<file path="src/rtl/branch_ctrl_pkg.sv">
// Shared types and constants for the branch controller: FSM state encoding,
// branch_type encodings, LUT/PC/offset/counter widths and target helpers.
package branch_ctrl_pkg;

  localparam int unsigned PC_W      = 16;
  localparam int unsigned LUT_DEPTH = 16;
  localparam int unsigned LUT_IDX_W = $clog2(LUT_DEPTH);
  localparam int unsigned OFF_W     = 8;
  localparam int unsigned CNT_W     = 16;

  typedef enum logic [1:0] {
    IDLE     = 2'd0,
    REDIRECT = 2'd1,
    FLUSH    = 2'd2,
    HALTED   = 2'd3
  } state_t;

  typedef enum logic [1:0] {
    BR_ABS    = 2'b00,  // absolute target from LUT
    BR_REL_Z  = 2'b01,  // relative, taken when zero_flag
    BR_REL_NZ = 2'b10,  // relative, taken when !zero_flag
    BR_REL    = 2'b11   // relative, unconditional
  } br_type_t;

  // Branch condition for a given type and ALU zero flag.
  function automatic logic br_taken(input br_type_t t, input logic zf);
    logic r;
    r = 1'b0;
    case (t)
      BR_ABS:    r = 1'b1;
      BR_REL_Z:  r = zf;
      BR_REL_NZ: r = ~zf;
      BR_REL:    r = 1'b1;
      default:   r = 1'b0;
    endcase
    return r;
  endfunction

  // PC plus sign-extended displacement; carries out of bit 15 are dropped.
  function automatic logic [PC_W-1:0] rel_target(input logic [PC_W-1:0]  pc,
                                                 input logic [OFF_W-1:0] off);
    return pc + {{(PC_W-OFF_W){off[OFF_W-1]}}, off};
  endfunction

endpackage

</file>
<file path="src/rtl/branch_ctrl_if.sv">
// Branch controller bus: request/condition inputs, LUT write port, halt,
// and the registered redirect outputs.
//   master : decoder/counter side (drives requests, observes redirect)
//   slave  : branch_ctrl
interface branch_ctrl_if;
  import branch_ctrl_pkg::*;

  logic [PC_W-1:0]      PC;
  logic                 branch_req;
  logic [1:0]           branch_type;
  logic [LUT_IDX_W-1:0] lut_idx;
  logic [OFF_W-1:0]     offset;
  logic                 zero_flag;
  logic                 lut_we;
  logic [LUT_IDX_W-1:0] lut_waddr;
  logic [PC_W-1:0]      lut_wdata;
  logic                 halt_in;
  logic                 jump_en;
  logic [PC_W-1:0]      Target;
  logic                 flush;
  logic [CNT_W-1:0]     taken_cnt;

  modport master (
    output PC, branch_req, branch_type, lut_idx, offset, zero_flag,
           lut_we, lut_waddr, lut_wdata, halt_in,
    input  jump_en, Target, flush, taken_cnt
  );

  modport slave (
    input  PC, branch_req, branch_type, lut_idx, offset, zero_flag,
           lut_we, lut_waddr, lut_wdata, halt_in,
    output jump_en, Target, flush, taken_cnt
  );
endinterface

</file>
<file path="src/rtl/branch_lut.sv">
// 16x16 absolute-target lookup table: synchronous write, combinational read.
// Contents are never reset; a read of the index being written in the same
// cycle returns the old contents.
//   CLK   : clock
//   we    : write enable
//   waddr : write index
//   wdata : write data
//   raddr : read index
//   rdata : read data (combinational)
module branch_lut
  import branch_ctrl_pkg::*;
(
  input  logic                 CLK,
  input  logic                 we,
  input  logic [LUT_IDX_W-1:0] waddr,
  input  logic [PC_W-1:0]      wdata,
  input  logic [LUT_IDX_W-1:0] raddr,
  output logic [PC_W-1:0]      rdata
);

  logic [PC_W-1:0] mem [LUT_DEPTH];

  // Write port
  always_ff @(posedge CLK) begin
    if (we) begin
      mem[waddr] <= wdata;
    end
  end

  assign rdata = mem[raddr];

endmodule

</file>
<file path="src/rtl/branch_ctrl.sv">
// Branch controller: evaluates branch conditions, computes the redirect
// target (LUT or PC-relative), and sequences jump_en then flush pulses.
// Counts taken branches with a saturating counter.
//   CLK  : rising-edge clock
//   init : synchronous active-high reset (LUT contents are preserved)
//   bus  : branch_ctrl_if slave (requests in, registered redirect out)
module branch_ctrl
  import branch_ctrl_pkg::*;
#(
  parameter logic [CNT_W-1:0] CNT_MAX = '1  // saturation ceiling for taken_cnt
) (
  input  logic          CLK,
  input  logic          init,
  branch_ctrl_if.slave  bus
);

  state_t           state_q;
  logic             jump_en_q;
  logic             flush_q;
  logic [PC_W-1:0]  target_q;
  logic [CNT_W-1:0] cnt_q;

  br_type_t         btype_c;
  logic             taken_c;
  logic [PC_W-1:0]  target_c;
  logic [PC_W-1:0]  lut_rdata;

  branch_lut u_lut (
    .CLK   (CLK),
    .we    (bus.lut_we),
    .waddr (bus.lut_waddr),
    .wdata (bus.lut_wdata),
    .raddr (bus.lut_idx),
    .rdata (lut_rdata)
  );

  // Condition and target for the request presented this cycle
  always_comb begin
    btype_c  = br_type_t'(bus.branch_type);
    taken_c  = br_taken(btype_c, bus.zero_flag);
    target_c = (btype_c == BR_ABS) ? lut_rdata : rel_target(bus.PC, bus.offset);
  end

  // FSM with registered outputs; jump_en and flush are single-cycle pulses
  // that default low and are only raised on entry to REDIRECT/FLUSH.
  always_ff @(posedge CLK) begin
    if (init) begin
      state_q   <= IDLE;
      jump_en_q <= 1'b0;
      flush_q   <= 1'b0;
      target_q  <= '0;
      cnt_q     <= '0;
    end else begin
      jump_en_q <= 1'b0;
      flush_q   <= 1'b0;
      if (bus.halt_in) begin
        state_q <= HALTED;
      end else begin
        case (state_q)
          IDLE: begin
            if (bus.branch_req && taken_c) begin
              state_q   <= REDIRECT;
              jump_en_q <= 1'b1;
              target_q  <= target_c;
              if (cnt_q < CNT_MAX) begin
                cnt_q <= cnt_q + CNT_W'(1);
              end
            end
          end
          // Requests arriving here belong to squashed instructions
          REDIRECT: begin
            state_q <= FLUSH;
            flush_q <= 1'b1;
          end
          FLUSH: begin
            state_q <= IDLE;
          end
          HALTED: begin
            state_q <= HALTED;
          end
          default: begin
            state_q <= IDLE;
          end
        endcase
      end
    end
  end

  assign bus.jump_en   = jump_en_q;
  assign bus.flush     = flush_q;
  assign bus.Target    = target_q;
  assign bus.taken_cnt = cnt_q;

endmodule

</file>
<file path="src/flat_wrapper.sv">
// flat-port wrapper written by rule: the top's interface ports become plain ports
module branch_ctrl_flat import branch_ctrl_pkg::*;
#(
  parameter logic [CNT_W-1:0] CNT_MAX = '1                                     
)
  (CLK, init, bus_PC, bus_branch_req, bus_branch_type, bus_lut_idx, bus_offset, bus_zero_flag, bus_lut_we, bus_lut_waddr, bus_lut_wdata, bus_halt_in, bus_jump_en, bus_Target, bus_flush, bus_taken_cnt);
  branch_ctrl_if bus_i ();
  input  logic CLK;
  input  logic init;
  input wire logic [$bits(bus_i.PC)-1:0] bus_PC;
  input wire logic [$bits(bus_i.branch_req)-1:0] bus_branch_req;
  input wire logic [$bits(bus_i.branch_type)-1:0] bus_branch_type;
  input wire logic [$bits(bus_i.lut_idx)-1:0] bus_lut_idx;
  input wire logic [$bits(bus_i.offset)-1:0] bus_offset;
  input wire logic [$bits(bus_i.zero_flag)-1:0] bus_zero_flag;
  input wire logic [$bits(bus_i.lut_we)-1:0] bus_lut_we;
  input wire logic [$bits(bus_i.lut_waddr)-1:0] bus_lut_waddr;
  input wire logic [$bits(bus_i.lut_wdata)-1:0] bus_lut_wdata;
  input wire logic [$bits(bus_i.halt_in)-1:0] bus_halt_in;
  output wire logic [$bits(bus_i.jump_en)-1:0] bus_jump_en;
  output wire logic [$bits(bus_i.Target)-1:0] bus_Target;
  output wire logic [$bits(bus_i.flush)-1:0] bus_flush;
  output wire logic [$bits(bus_i.taken_cnt)-1:0] bus_taken_cnt;
  assign bus_i.PC = bus_PC;
  assign bus_i.branch_req = bus_branch_req;
  assign bus_i.branch_type = bus_branch_type;
  assign bus_i.lut_idx = bus_lut_idx;
  assign bus_i.offset = bus_offset;
  assign bus_i.zero_flag = bus_zero_flag;
  assign bus_i.lut_we = bus_lut_we;
  assign bus_i.lut_waddr = bus_lut_waddr;
  assign bus_i.lut_wdata = bus_lut_wdata;
  assign bus_i.halt_in = bus_halt_in;
  assign bus_jump_en = bus_i.jump_en;
  assign bus_Target = bus_i.Target;
  assign bus_flush = bus_i.flush;
  assign bus_taken_cnt = bus_i.taken_cnt;
  branch_ctrl #(.CNT_MAX(CNT_MAX)) u_core (.CLK(CLK), .init(init), .bus(bus_i));
endmodule
</file>
<file path="config.mk">
export PLATFORM = sky130hd
export DESIGN_NAME = branch_ctrl_flat
export DESIGN_NICKNAME = d
export VERILOG_FILES = /design/src/rtl/branch_ctrl_pkg.sv /design/src/rtl/branch_ctrl_if.sv /design/src/rtl/branch_lut.sv /design/src/rtl/branch_ctrl.sv /design/src/flat_wrapper.sv
export SDC_FILE = /design/constraint.sdc
export NUM_CORES = 1
export LEC_CHECK = 0
export CAP_MARGIN = 40
export CORE_ASPECT_RATIO = 1.75
export CORE_MARGIN = 4
export CORE_UTILIZATION = 59
export DETAILED_ROUTE_END_ITERATION = 6
export GPL_TIMING_DRIVEN = 0
export PLACE_DENSITY = 0.82
export SYNTH_ARGS = -nofsm -noshare
export SYNTH_HDL_FRONTEND = slang
export SYNTH_SLANG_ARGS = --single-unit
</file>
<file path="constraint.sdc">
create_clock -name CLK -period 2.96 [get_ports CLK]
set_input_delay 0.592 -clock CLK [delete_from_list [all_inputs] [get_ports CLK]]
set_output_delay 0.592 -clock CLK [all_outputs]
set_load 0.03 [all_outputs]
</file>
Yosys cells after proc, flatten, opt, wreduce, memory -nomap -nowiden
Memory sizes are Yosys's and may differ from the RTL's. Index checks and enable logic that the tools add are counted.

$add $sub $neg: 2. Magnitude comparators: 1. Equal/unequal tests: 7. Multiplexer cells: 9. Bitwise logic cells: 3. Reduce and logical (&&, ||, !) cells: 8.

Operators by type and width (count): 16-bit by 1-bit adder with 16-bit output (second input constant) (1); 16-bit adder (1); 16-bit less-than comparator (second input constant) (1); 16-bit two-way mux (1); 2-bit == test (second input constant) (4); 2-bit one-hot mux with 4 select lines (1); 2-bit by 1-bit == test with 1-bit output (second input constant) (2); 2-bit logical NOT (2); 1-bit two-way mux (4); 2-bit two-way mux (2); 4-bit AND reduction (1); 2-bit OR reduction (2); 3-bit by 2-bit != test with 1-bit output (second input constant) (1); 1-bit inverter (3); 1-bit one-hot mux with 3 select lines (1); 3-bit AND reduction (1); 3-bit OR reduction (1); 1-bit logical AND (1).

Register bits after elaboration: 36. Memory bits (writable): 256. Output and inout bits: 34. Memories: 1.

Memory list: u_core.u_lut.mem (words 16, width 16, read ports 1, clocked after memory_dff 0, wr ports 1, line branch_lut.sv:21) `logic [PC_W-1:0] mem [LUT_DEPTH];`.

Depth between registers and ports, before layout
Gate-level depths: netlist of the first run.

Depth in word-level cells: 7. Mapped depth: 9. Mapped depth without buffers: 7.

By module
A second synthesis of the first run with hierarchy kept.

Cells, all modules: 706. Area, all modules: 12099.1 um2.

By module, submodules not included: branch_lut (times used 1, cells each 416, area an instance 9723.1 um2); branch_ctrl (times used 1, cells each 290, area an instance 2376.0 um2).

Worst setup path after synthesis of the first run
Ideal clock, no wire load.

Path kind: input port to flip-flop. Start point: input bus_lut_waddr[2]. End point: memory u_core.u_lut.mem[0][0] (enable). Arrival: 2238 ps. Data required time: 2551 ps. Setup slack: 313 ps. Stages on the path: 2. Cell sequence: or3b_2 nor3_1.

RTL lines: start: declaration (line flat_wrapper.sv:17) `input wire logic [$bits(bus_i.lut_waddr)-1:0] bus_lut_waddr;`; end: declaration (line branch_lut.sv:21).

Straight into the memory's write port.

Worst setup path after layout of the first run
Start point: input bus_offset[7]. End point: register u_core.target_q[10] (netlist: u_core.bus.Target[10]).

Word-level cells in the longest chain between the ends: 2.

RTL lines: start: declaration (line flat_wrapper.sv:14) `input wire logic [$bits(bus_i.offset)-1:0] bus_offset;`; 16-bit adder (line branch_ctrl_pkg.sv:42) `return pc + {{(PC_W-OFF_W){off[OFF_W-1]}}, off};`; 16-bit two-way mux (line branch_ctrl.sv:41) `target_c = (btype_c == BR_ABS) ? lut_rdata : rel_target(bus.PC, bus.offset);`; end signal: assignment (line branch_ctrl.sv:64) `target_q <= target_c;`; end: declaration (line branch_ctrl.sv:20) `logic [PC_W-1:0] target_q;`.

No other way between the ends. A chain may end at the register's enable or synchronous reset.

==> out/qor_table.md, run 1 <==
| Parameter | This run | Unit |
|:---|:---|:---|
| Count of unique library cells instantiated by Yosys | 67 | - |
| Cell-by-cell listing of the critical path | clkdlybuf4s50_1, ha_1, clkbuf_1, nand3_1, nor2_1, a21oi_1, xnor2_1, a2111oi_0 | - |
| Chip width | 118.4 | um |
| Library cell with the largest summed area after synthesis | sky130_fd_sc_hd__edfxtp_1 | - |
| Floorplan die height | 201.2 | um |
| Type of element launching the critical path | input pin | - |
| Number of global-route vias before repair | 7925 | - |
| Post-synthesis sequential area ratio | 66.79 | % |
| Portion of total power attributed to the clock network | 36.2 | % |
| FFs w/ async S/R, synth | 0 | % |
| Share of final-layout standard cells stronger than drive strength 1 | 19.38 | % |
| Yosys top cell area share | 61.07 | % |
| Routed length per placed instance | 27.04 | um |
| Clock-pin slew on the worst setup and hold paths | 0.07 | ns |
| Library cell used as clock root buffer | sky130_fd_sc_hd__clkbuf_16 | - |
| Total Power Consumption | 8.517 | mW |
| Post-synthesis instance total | 758 | - |
| Maximum clock frequency | 0.3635 | GHz |
| Number of setup violations in the final report | 0 | - |
| CTS sink cnt | 292 | - |
| Kind of cell adding the most delay to the critical path | buffers and inverters | - |
| Total die area | 23830 | um^2 |
| Final-report max-slew violation count | 0 | - |
| H-tree depth | 1 | - |
| Number of inserted diodes | 0 | - |
| Cell types with the largest area share after synthesis | sky130_fd_sc_hd__edfxtp_1 61%, sky130_fd_sc_hd__mux4_2 12%, sky130_fd_sc_hd__dfxtp_1 5.7% | - |
| Synthesized flop and latch total | 292 | - |
| Maxcap violations | 0 | - |
| Result of the run | complete, no violations | - |
| Total wire length after detailed routing | 31.36 | mm |
| Via/cell ratio | 6.643 | - |
| Total routing resource utilization after global routing | 26.80 | % |
| Initial DRC count | 807 | - |
| Pin count of the biggest net entering global routing | 18 | - |
| Register share of total power | 54.0 | % |
| Critical-path top delay cell | sky130_fd_sc_hd__clkdlybuf4s50_1 | - |
| Non-filler cells, final | 1160 | - |
| Standard cell area after detailed placement | 14110 | um^2 |
| Warning count from the yosys run | 0 | - |
| Routability Congestion | 0.9379 | - |
| Clk_skew | 0.01410 | ns |
| Type of the most critical hold path | reg -> reg | - |
| Wire length on met2 | 16.95 | mm |
| Routed length on met3 | 2.307 | mm |
| Iteration count of the initial detailed-routing pass | 7 | - |
| Grt ovf | 0 | - |
| Synthesized Nets | 837 | - |
| Remaining routing DRC violations | 0 | - |
| Layout Cell Area excl Fill | 14870 | um^2 |
| CTS Buf Count | 25 | - |
| Synth cell count leaders | 256 x sky130_fd_sc_hd__edfxtp_1, 68 x sky130_fd_sc_hd__mux4_2, 42 x sky130_fd_sc_hd__nor2_1 | - |
| Clock tree from TritonCTS | yes | - |
| Antenna violations before repair | 0 | - |
| Top-level port count | 90 | - |
| Critical path class | in -> reg | - |
| Number of enable flip-flop cells after synthesis | 256 | - |
| HPWL reported at the end of detailed placement | 21.86 | mm |
| Switching share of power | 22.82 | % |
| Initial cell density of the core | 60.14 | % |
| Util after Layout | 71.05 | % |
| Overall via count from detail_route | 7706 | - |
| Critical Path RT | 3.37 | ns |
| Max incr delay on CP | 0.64 | ns |
| Cell Count Post-Placement | 1116 | - |
| Synth Area per Inst | 16.61 | um^2 |
| Met1 wire length | 10.68 | mm |
| Number of buffers between clock root and the deepest sink | 3 | - |
| Max layer used | met4 | - |
| Worst slew margin | 44.11 | % |
| Clock latency of the later-clocked register in the worst-skew pair | 0.54 | ns |
| Post-route clock period utilization | 92.95 | % |
| Transition time of the tightest slew-check pin | 0.8375 | ns |
| Share of total power in combinational logic | 9.9 | % |
| Number of nets in the finished design | 970 | - |
| Synth Cell Area | 12590 | um^2 |
| Final hold violation count | 0 | - |
| Filler cells | 1306 | - |
| Worst IR drop on VDD | 0.4707 | mV |
| WP buf/inv | 2 | - |
| Area delta synth->final | 18.15 | % |
| Floorplan Core Area | 20930 | um^2 |
| Number of buffers inserted by port buffering | 86 | - |
| Final ANT Viol Nets | 0 | - |
| Most numerous cell in the Yosys netlist | sky130_fd_sc_hd__edfxtp_1 | - |
| Switching power total | 1.943 | mW |
| Final critical-path required period | 2.751 | ns |
| Leakage power | 4.898 | nW |
| Global-route wire length before repair | 48.18 | mm |
| Type of destination of the critical path | flip-flop | - |
| Pwr per Cell Area | 572.7 | nW/um^2 |
| Worst-path fanout max | 10 | - |
| Worst EP arrival | 3.16 | ns |
| Hold buffers post-CTS | 0 | - |
| Standard-cell rows | 70 | - |
| Main synth FF type | sky130_fd_sc_hd__edfxtp_1 | - |
| Internal | 6.574 | mW |
| Setup repair after global routing missed its margin | false | - |
repair_timing:
item,in CTS,in global routing
buffers inserted,0,0
setup endpoints to repair,1,1
resized for setup,1,2
cloned,0,0
sequential cells by signal, indices dropped and copies added, names as in the netlist:
signal and cells:
u_core.u_lut.mem 256, u_core.bus.Target 16, u_core.bus.taken_cnt 16, u_core.state_q 2
u_core.bus.flush 1, u_core.bus.jump_en 1
final timing paths:
path	start	end	slack, ns	depth (start not counted)
setup / recovery	bus_offset[7]	u_core.bus.Target[10]	0.21	8
hold / removal	u_core.bus.Target[2]	u_core.bus.Target[2]	0.47	2
setup reg to reg	u_core.state_q[0]	u_core.bus.Target[6]	0.65	8
hold reg to reg	u_core.bus.Target[2]	u_core.bus.Target[2]	0.47	2
final cells by class:
type | instances | area (um^2) | area share [%]
flip-flops and latches | 292 | 8408 | 56.53
multi-input cells | 409 | 3950 | 26.56
repair buffers | 106 | 1159 | 7.790
clock buffers | 29 | 640.6 | 4.307
well taps | 252 | 315.3 | 2.120
plain buffers | 37 | 207.7 | 1.396
clock inverters | 15 | 117.6 | 0.7908
inverters | 20 | 75.07 | 0.5048
power groups by stage:
stage	Sequential [mW]	Combinational, mW	Clock (mW)
6_report	4.60	0.839	3.08
5_1_grt	4.60	0.899	3.30
4_1_cts	4.59	0.835	3.11
3_5_place_dp	4.68	0.826	0
3_3_place_gp	4.68	0.790	0
2_1_floorplan	4.70	0.457	0
worst min-delay path: stages, from the launching register on:
cell	delay (ns)
sky130_fd_sc_hd__dfxtp_1	0.32
sky130_fd_sc_hd__nand2_1	0.05
sky130_fd_sc_hd__a21oi_1	0.05
cells in the final DEF (no fill, tap or decap), types with 15 or more instances in the layout:
master and n:
sky130_fd_sc_hd__nand2_1 27, sky130_fd_sc_hd__dfxtp_1 36, sky130_fd_sc_hd__nor2b_1 15, sky130_fd_sc_hd__inv_1 20, sky130_fd_sc_hd__clkdlybuf4s50_1 86, sky130_fd_sc_hd__clkbuf_16 25, sky130_fd_sc_hd__mux4_2 68, sky130_fd_sc_hd__clkbuf_1 20
sky130_fd_sc_hd__edfxtp_1 256, sky130_fd_sc_hd__mux2i_1 18, sky130_fd_sc_hd__a21oi_1 29, sky130_fd_sc_hd__nor2_1 30, sky130_fd_sc_hd__ha_1 22
routing by layer:
layer	track usage (%)	vias up
li1	-	3335
met4	11.60	0
met2	48.88	424
met5	0	-
met1	31.26	3849
met3	4.106	98
kinds of logic after synthesis:
logic type	synth area share (%)
DFF	66.79
and+or+nand+nor	6.928
AOI/OAI and AO/OA	6.033
muxes	15.12
buffers and inverters	2.226
adders and majority gates	2.346
xor gates and xnor gates	0.5566
stage by stage:
| stage | worst slack [ns] | TNS [ns] | hold WS, ns |
|---|---|---|---|
| after CTS | 0.1138 | 0 | 0.4668 |
| after global placement | -1.651 | -144.98 | 0.4571 |
| after detailed placement | -0.6030 | -5.648 | 0.4574 |
| after floorplan | 0.3129 | 0 | 0.5843 |
| after global routing | 0.003458 | 0 | 0.5080 |
| final | 0.2087 | 0 | 0.4690 |
(Power assumes the default switching activity.)
==> inputs of run 2 (changes only) <==
- CORE_UTILIZATION: 59 -> 58
- PLACE_DENSITY: 0.82 -> 0.81
- SYNTH_HIERARCHICAL: not set -> 1
==> out/qor_table.md, run 2 <==
| Parameter | This run | Unit | Delta |
|:---|:---|:---|:---|
| Number of buffers between clock root and the deepest sink | 3 | - | unchanged |
| Clk_skew | 0.01718 | ns | +0.003081 ns |
| Sum of negative setup slack | 0 | ns | unchanged |
| Critical Path RT | 3.33 | ns | -0.04 ns |
| Setup repair after global routing missed its margin | false | - |  |
| Synthesized Nets | 784 | - | -6.3% |
| Final ANT Viol Nets | 0 | - | unchanged |
| Worst IR drop on VDD | 0.4672 | mV | -0.74% |
| Post-Synth XOR/XNOR Area | 2.099 | % | +1.5 points |
| Worst slew margin | 45.40 | % | +1.3 points |
| Number of inserted diodes | 0 | - | unchanged |
| Most common cell after layout, fill and taps aside | sky130_fd_sc_hd__edfxtp_1 | - |  |
| Type of element launching the critical path | input pin | - |  |
| Final critical-path required period | 2.663 | ns | -0.08868 ns |
| Post-synthesis compound-gate area fraction | 5.408 | % | -0.62 points |
| CTS sink cnt | 292 | - | unchanged |
| Clock tree from TritonCTS | yes | - |  |
| Maxcap violations | 0 | - | unchanged |
| Worst EP arrival | 3.03 | ns | -0.13 ns |
| Synth cell count leaders | 256 x sky130_fd_sc_hd__edfxtp_1, 54 x sky130_fd_sc_hd__mux4_2, 51 x sky130_fd_sc_hd__nor2_1 | - |  |
| Number of buffers added for setup after CTS | 0 | - | unchanged |
| Cell types with the largest area share after synthesis | sky130_fd_sc_hd__edfxtp_1 64%, sky130_fd_sc_hd__mux4_2 10%, sky130_fd_sc_hd__dfxtp_1 6.0% | - |  |
| Share of final-layout standard cells stronger than drive strength 1 | 17.10 | % | -2.3 points |
| Total routing resource utilization after global routing | 24.37 | % | -2.4 points |
| Main combinational cell family by area after synthesis | multiplexers | - |  |
| Number of enable flip-flop cells after synthesis | 256 | - | unchanged |
| Routed length per placed instance | 25.13 | um | -7.1% |
| Number of nets in the finished design | 915 | - | -5.7% |
| Count of unique library cells instantiated by Yosys | 48 | - | -28% |
| Most numerous cell in the Yosys netlist | sky130_fd_sc_hd__edfxtp_1 | - |  |
| Pwr per Cell Area | 594.9 | nW/um^2 | +3.9% |
| Number of setup violations in the final report | 0 | - | unchanged |
| Register with the most flip-flops | u_core/u_lut/mem | - |  |
| Hold buffers post-CTS | 0 | - | unchanged |
| CTS Buf Count | 25 | - | unchanged |
| Post-synthesis instance total | 706 | - | -6.9% |
| FFs w/ async S/R, synth | 0 | % | unchanged |
| Number of global-route vias before repair | 7412 | - | -6.5% |
| Synth Cell Area | 12100 | um^2 | -3.9% |
| Chip width | 117.2 | um | -1.0% |
| Pin count of the biggest net entering global routing | 18 | - | unchanged |
| Post-CTS Resized | 0 | - | -1 |
| Post-synthesis adder-cell area fraction | 2.337 | % | -0.0086 points |
| Main synth FF type | sky130_fd_sc_hd__edfxtp_1 | - |  |
| Initial DRC count | 613 | - | -24% |
| Cell Count Post-Placement | 1058 | - | -5.2% |
| Critical path class | in -> reg | - |  |
| Library cell with the largest summed area after synthesis | sky130_fd_sc_hd__edfxtp_1 | - |  |
| Synthesized flop and latch total | 292 | - | unchanged |
| Initial cell density of the core | 59.13 | % | -1.0 points |
| Number of buffers inserted by port buffering | 86 | - | unchanged |
| Floorplan Core Area | 20460 | um^2 | -2.3% |
| Non-filler cells, final | 1102 | - | -5.0% |
| H-tree depth | 1 | - | unchanged |
| Remaining routing DRC violations | 0 | - | unchanged |
| Result of the run | complete, no violations | - |  |
| Grt ovf | 0 | - | unchanged |
| Synth Area per Inst | 17.14 | um^2 | +3.2% |
| Clock-pin slew on the worst setup and hold paths | 0.07 | ns | about the same |
| Post-route clock period utilization | 89.95 | % | -3.0 points |
| Via/cell ratio | 6.360 | - | -4.3% |
| Warning count from the yosys run | 6 | - | +6 |
| Type of the most critical hold path | reg -> reg | - |  |
| Leakage power | 4.781 | nW | -2.4% |
| Maximum clock frequency | 0.3756 | GHz | +3.3% |
| Global-route wire length before repair | 42.27 | mm | -12% |
| Post-synthesis sequential area ratio | 69.49 | % | +2.7 points |
| Total wire length after detailed routing | 27.69 | mm | -12% |
| Iteration count of the initial detailed-routing pass | 5 | - | -2 |
| Simple-gate portion of the synthesized area | 5.781 | % | -1.1 points |
| Antenna violations before repair | 0 | - | unchanged |
| Standard-cell rows | 69 | - | -1.4% |
| Flip-flop count of the largest register, all copies and words added | 256 | - | unchanged |
| Total die area | 23330 | um^2 | -2.1% |
| Filler cells | 1283 | - | -1.8% |
| Worst-path fanout max | 3 | - | -7 |
| Final-report max-slew violation count | 0 | - | unchanged |
| Type of destination of the critical path | flip-flop | - |  |
| Transition time of the tightest slew-check pin | 0.8145 | ns | -0.02299 ns |
| Routability Congestion | 0.8967 | - | -4.4% |
| Multiplexer share of the synthesized area | 12.98 | % | -2.1 points |
| Leading cell types in the layout, fill and taps excluded | 256 x sky130_fd_sc_hd__edfxtp_1, 86 x sky130_fd_sc_hd__clkdlybuf4s50_1, 54 x sky130_fd_sc_hd__mux4_2 | - |  |
| Final hold violation count | 0 | - | unchanged |
| Clock latency of the later-clocked register in the worst-skew pair | 0.52 | ns | -0.02 ns |
| Overall via count from detail_route | 7009 | - | -9.0% |
| Area delta synth->final | 18.62 | % |  |
| Yosys top cell area share | 63.54 | % | +2.5 points |
| Floorplan die height | 199.1 | um | -1.1% |
| HPWL reported at the end of detailed placement | 18.86 | mm | -14% |
| Library cell used as clock root buffer | sky130_fd_sc_hd__clkbuf_16 | - |  |
| Top-level port count | 90 | - | unchanged |
-- run 2: area by class of cell --
cell class	instances	area, um^2	area share, %
Timing Repair Buffer	104	1094	7.619
Multi-Input combinational cell	366	3511	24.46
Inverter	13	48.80	0.3400
Buffer	35	181.4	1.264
Clock buffer	28	636.9	4.437
Sequential cell	292	8408	58.58
Clock inverter	16	162.7	1.133
Tap cell	248	310.3	2.162
-- run 2: power breakdown --
| part | internal (mW) | total, mW | leakage (nW) | switching, mW |
|---|---|---|---|---|
| registers | 4.56 | 4.59 | 2.60 | 0.0285 |
| clock network | 1.81 | 3.20 | 0.398 | 1.39 |
| logic | 0.323 | 0.748 | 1.78 | 0.424 |
-- run 2: cells by family (layout without fill, tap and decap cells) --
group                    after synthesis  in the layout
AO/OA/AOI/OAI                         96             96
AND/OR/NAND/NOR                      146            146
buffers and inverters                 48            196
XOR/XNOR                              29             29
flip-flops                           292            292
adder cells (fa/ha/maj)               22             22
multiplexers                          73             73
-- run 2: worst max-delay path, cell delays in order --
cell	delay [ns]
sky130_fd_sc_hd__clkdlybuf4s50_1	0.40
sky130_fd_sc_hd__ha_1	0.22
sky130_fd_sc_hd__fa_1	0.41
sky130_fd_sc_hd__a21oi_1	0.29
sky130_fd_sc_hd__o211ai_1	0.19
sky130_fd_sc_hd__a21o_1	0.24
sky130_fd_sc_hd__o31a_1	0.26
sky130_fd_sc_hd__xnor2_1	0.29
sky130_fd_sc_hd__o22ai_1	0.13
-- run 2: worst paths after layout --
check                                     startpoint               endpoint  slack [ns]  cells after the start
worst max register to register     u_core/state_q[0]   u_core/bus.Target[4]        1.04                      7
worst min register to register  u_core/bus.Target[8]   u_core/bus.Target[8]        0.48                      2
worst max-delay path                       bus_PC[0]  u_core/bus.Target[12]        0.30                      9
worst min-delay path            u_core/bus.Target[8]   u_core/bus.Target[8]        0.48                      2
-- run 2: metrics by stage --
step	util (%)	power [mW]	instance area [um^2]	setup slack, ns	hold WS, ns
2_1_floorplan	-	5.102	12100	0.3129	0.5387
3_3_place_gp	64.86	5.362	13270	-1.355	0.4524
3_5_place_dp	66.24	5.412	13550	-0.1384	0.4550
4_1_cts	70.15	8.588	14350	0.3634	0.4628
5_1_grt	70.15	8.848	14350	0.1997	0.4816
6_report	70.15	8.539	14350	0.2974	0.4833
-- run 2: layer usage --
metal  up-vias  part of all wire (%)  GRT usage [%]
li1       3078                     -              -
met1      3534                    35          29.31
met2       337                    55          44.33
met3        60                   6.1          3.121
met4         0                   3.5          8.716
met5         -                     0              0
==> inputs of run 3 (changes only) <==
- CAP_MARGIN: 40 -> 20
- SETUP_SLACK_MARGIN: not set -> 0.15
==> out/qor_table.md, run 3 (synthesis gave the netlist of run 2 again) <==
| Parameter | This run | Unit | Delta |
|:---|:---|:---|:---|
| Worst reg2reg setup slack | 1.04 | ns | about the same |
| Leading cell types in the layout, fill and taps excluded | 256 x sky130_fd_sc_hd__edfxtp_1, 86 x sky130_fd_sc_hd__clkdlybuf4s50_1, 54 x sky130_fd_sc_hd__mux4_2 | - |  |
| Routability Congestion | 0.8967 | - | unchanged |
| Total area of multi-input combinational cells | 3511 | um^2 | unchanged |
| Kind of cell adding the most delay to the critical path | compound AO/OA/AOI/OAI gates | - |  |
| Critical path class | in -> reg | - |  |
| Final ANT Viol Nets | 0 | - | unchanged |
| Overall via count from detail_route | 7058 | - | +0.70% |
| Worst slew margin | 29.43 | % | -16 points |
| Number of buffers added for setup after CTS | 0 | - | unchanged |
| Hold buffers post-CTS | 0 | - | unchanged |
| Leakage power | 4.774 | nW | -0.13% |
| Chip width | 117.2 | um | unchanged |
| Register with the most flip-flops | u_core/u_lut/mem | - |  |
| Non-filler cells, final | 1099 | - | -0.27% |
| Initial DRC count | 707 | - | +15% |
| Setup repair after global routing missed its margin | false | - |  |
| Final hold violation count | 0 | - | unchanged |
| Total routing resource utilization after global routing | 24.32 | % | -0.049 points |
| Result of the run | complete, no violations | - |  |
| Clk_skew | 0.01370 | ns | -0.003482 ns |
| Number of inserted diodes | 0 | - | unchanged |
| HPWL reported at the end of detailed placement | 18.41 | mm | -2.4% |
| Floorplan die height | 199.1 | um | unchanged |
| Number of buffers between clock root and the deepest sink | 3 | - | unchanged |
| R2r worst-path depth | 7 | - | unchanged |
| Total wire length after detailed routing | 27.59 | mm | -0.36% |
| Max incr delay on CP | 0.41 | ns | about the same |
| Antenna violations before repair | 0 | - | unchanged |
| Worst hold path depth | 2 | - | unchanged |
| Grt ovf | 0 | - | unchanged |
| CTS Buf Count | 25 | - | unchanged |
| Maxcap violations | 0 | - | unchanged |
| Transition time of the tightest slew-check pin | 1.057 | ns | +0.2428 ns |
| Worst IR drop on VDD | 0.4655 | mV | -0.37% |
| Number of buffers inserted by port buffering | 86 | - | unchanged |
| Clock latency of the later-clocked register in the worst-skew pair | 0.53 | ns | about the same |
| Worst R2R End | u_core/bus.taken_cnt[12] | - |  |
| Standard-cell rows | 69 | - | unchanged |
| Number of setup violations in the final report | 0 | - | unchanged |
| Final critical-path required period | 2.628 | ns | -0.03485 ns |
| Global-route wire length before repair | 41.98 | mm | -0.69% |
| Remaining routing DRC violations | 0 | - | unchanged |
| Hold path startpoint | u_core/bus.Target[8] | - |  |
| Type of destination of the critical path | flip-flop | - |  |
| Maximum clock frequency | 0.3805 | GHz | +1.3% |
| WP buf/inv | 1 | - | unchanged |
| Critical-path top delay cell | sky130_fd_sc_hd__clkdlybuf4s50_1 | - |  |
| Initial cell density of the core | 59.13 | % | unchanged |
| Pwr per Cell Area | 608.7 | nW/um^2 | +2.3% |
| Flip-flop count of the largest register, all copies and words added | 256 | - | unchanged |
| Worst EP arrival | 3.03 | ns | about the same |
| Register area | 8408 | um^2 | unchanged |
| Filler cells | 1263 | - | -1.6% |
| Clock tree from TritonCTS | yes | - |  |
| Iteration count of the initial detailed-routing pass | 5 | - | unchanged |
| Type of the most critical hold path | reg -> reg | - |  |
| Floorplan Core Area | 20460 | um^2 | unchanged |
| Total die area | 23330 | um^2 | unchanged |
| Clock-pin slew on the worst setup and hold paths | 0.06 | ns | about the same |
| Type of element launching the critical path | input pin | - |  |
| CTS sink cnt | 292 | - | unchanged |
| Via/cell ratio | 6.422 | - | +0.97% |
| Startpoint of the worst register-to-register path | u_core/bus.taken_cnt[0] | - |  |
| Number of nets in the finished design | 911 | - | -0.44% |
| Worst-path fanout max | 3 | - | unchanged |
| Share of final-layout standard cells stronger than drive strength 1 | 16.69 | % | -0.41 points |
| Total Power Consumption | 8.752 | mW | +2.5% |
| Cell-by-cell listing of the critical path | clkdlybuf4s50_1, ha_1, fa_1, a21oi_1, o211ai_1, a21o_1, o31a_1, xnor2_1, o22ai_1 | - |  |
| Pin count of the biggest net entering global routing | 18 | - | unchanged |
| Final-report max-slew violation count | 0 | - | unchanged |
| Routed length per placed instance | 25.11 | um | about the same |
| Top-level port count | 90 | - | unchanged |
| Post-CTS Resized | 0 | - | unchanged |
| Library cell used as clock root buffer | sky130_fd_sc_hd__clkbuf_16 | - |  |
| Hold Path End | u_core/bus.Target[8] | - |  |
| Area delta synth->final | 18.83 | % |  |
| Most common cell after layout, fill and taps aside | sky130_fd_sc_hd__edfxtp_1 | - |  |
| Cell Count Post-Placement | 1054 | - | -0.38% |
| Post-route clock period utilization | 88.78 | % | -1.2 points |
| Critical Path RT | 3.36 | ns | +0.03 ns |
| H-tree depth | 1 | - | unchanged |
| Number of global-route vias before repair | 7372 | - | -0.54% |
-- run 3: how the worst max path moves through the flow --
stage / from / end / slack, ns / cells past startpoint
5_1_grt: bus_offset[7] / u_core/bus.Target[15] / 0.22 / 9
6_report: bus_PC[0] / u_core/bus.Target[12] / 0.33 / 9
3_5_place_dp: bus_PC[0] / u_core/bus.Target[14] / -0.15 / 9
3_3_place_gp: bus_lut_we / u_core/u_lut/mem[0][8] / -1.36 / 3
4_1_cts: bus_PC[0] / u_core/bus.Target[14] / 0.40 / 9
2_1_floorplan: bus_lut_waddr[2] / u_core/u_lut/mem[0][0] / 0.31 / 2
-- run 3: through the flow --
step | setup TNS [ns] | utilization, % | setup slack, ns | cell area (um^2) | hold slack (ns)
3_3_place_gp | -84.15 | 64.86 | -1.355 | 13270 | 0.4524
5_1_grt | 0 | 70.27 | 0.2250 | 14380 | 0.4823
4_1_cts | 0 | 70.27 | 0.4010 | 14380 | 0.4633
6_report | 0 | 70.27 | 0.3322 | 14380 | 0.4673
2_1_floorplan | 0 | - | 0.3129 | 12100 | 0.5387
3_5_place_dp | -0.8892 | 66.06 | -0.1459 | 13520 | 0.4563
-- run 3: power by group --
group | internal [mW] | switching (mW)
clock | 2.00 | 1.41
sequential | 4.56 | 0.0276
combinational | 0.322 | 0.427
total | 6.88 | 1.87
-- run 3: layout make-up --
type                            count  share of cell area, %
Inverter                           13                 0.3394
Buffer                             35                  1.262
Multi-Input combinational cell    366                  24.42
Clock inverter                     13                  1.184
Clock buffer                       32                  4.812
Tap cell                          248                  2.158
Sequential cell                   292                  58.48
Timing Repair Buffer              100                  7.345
-- run 3: metal layers --
metal | share of wire, % | up-vias | global-route usage, %
li1 | - | 3066 | -
met1 | 35 | 3547 | 28.65
met2 | 55 | 381 | 44.69
met3 | 6.7 | 64 | 3.364
met4 | 3.4 | 0 | 8.631
met5 | 0 | - | 0
-- run 3: worst min-delay path, cell delays in order (launching register included) --
cell	delay [ns]
sky130_fd_sc_hd__dfxtp_1	0.32
sky130_fd_sc_hd__nand2_1	0.05
sky130_fd_sc_hd__a21oi_1	0.05
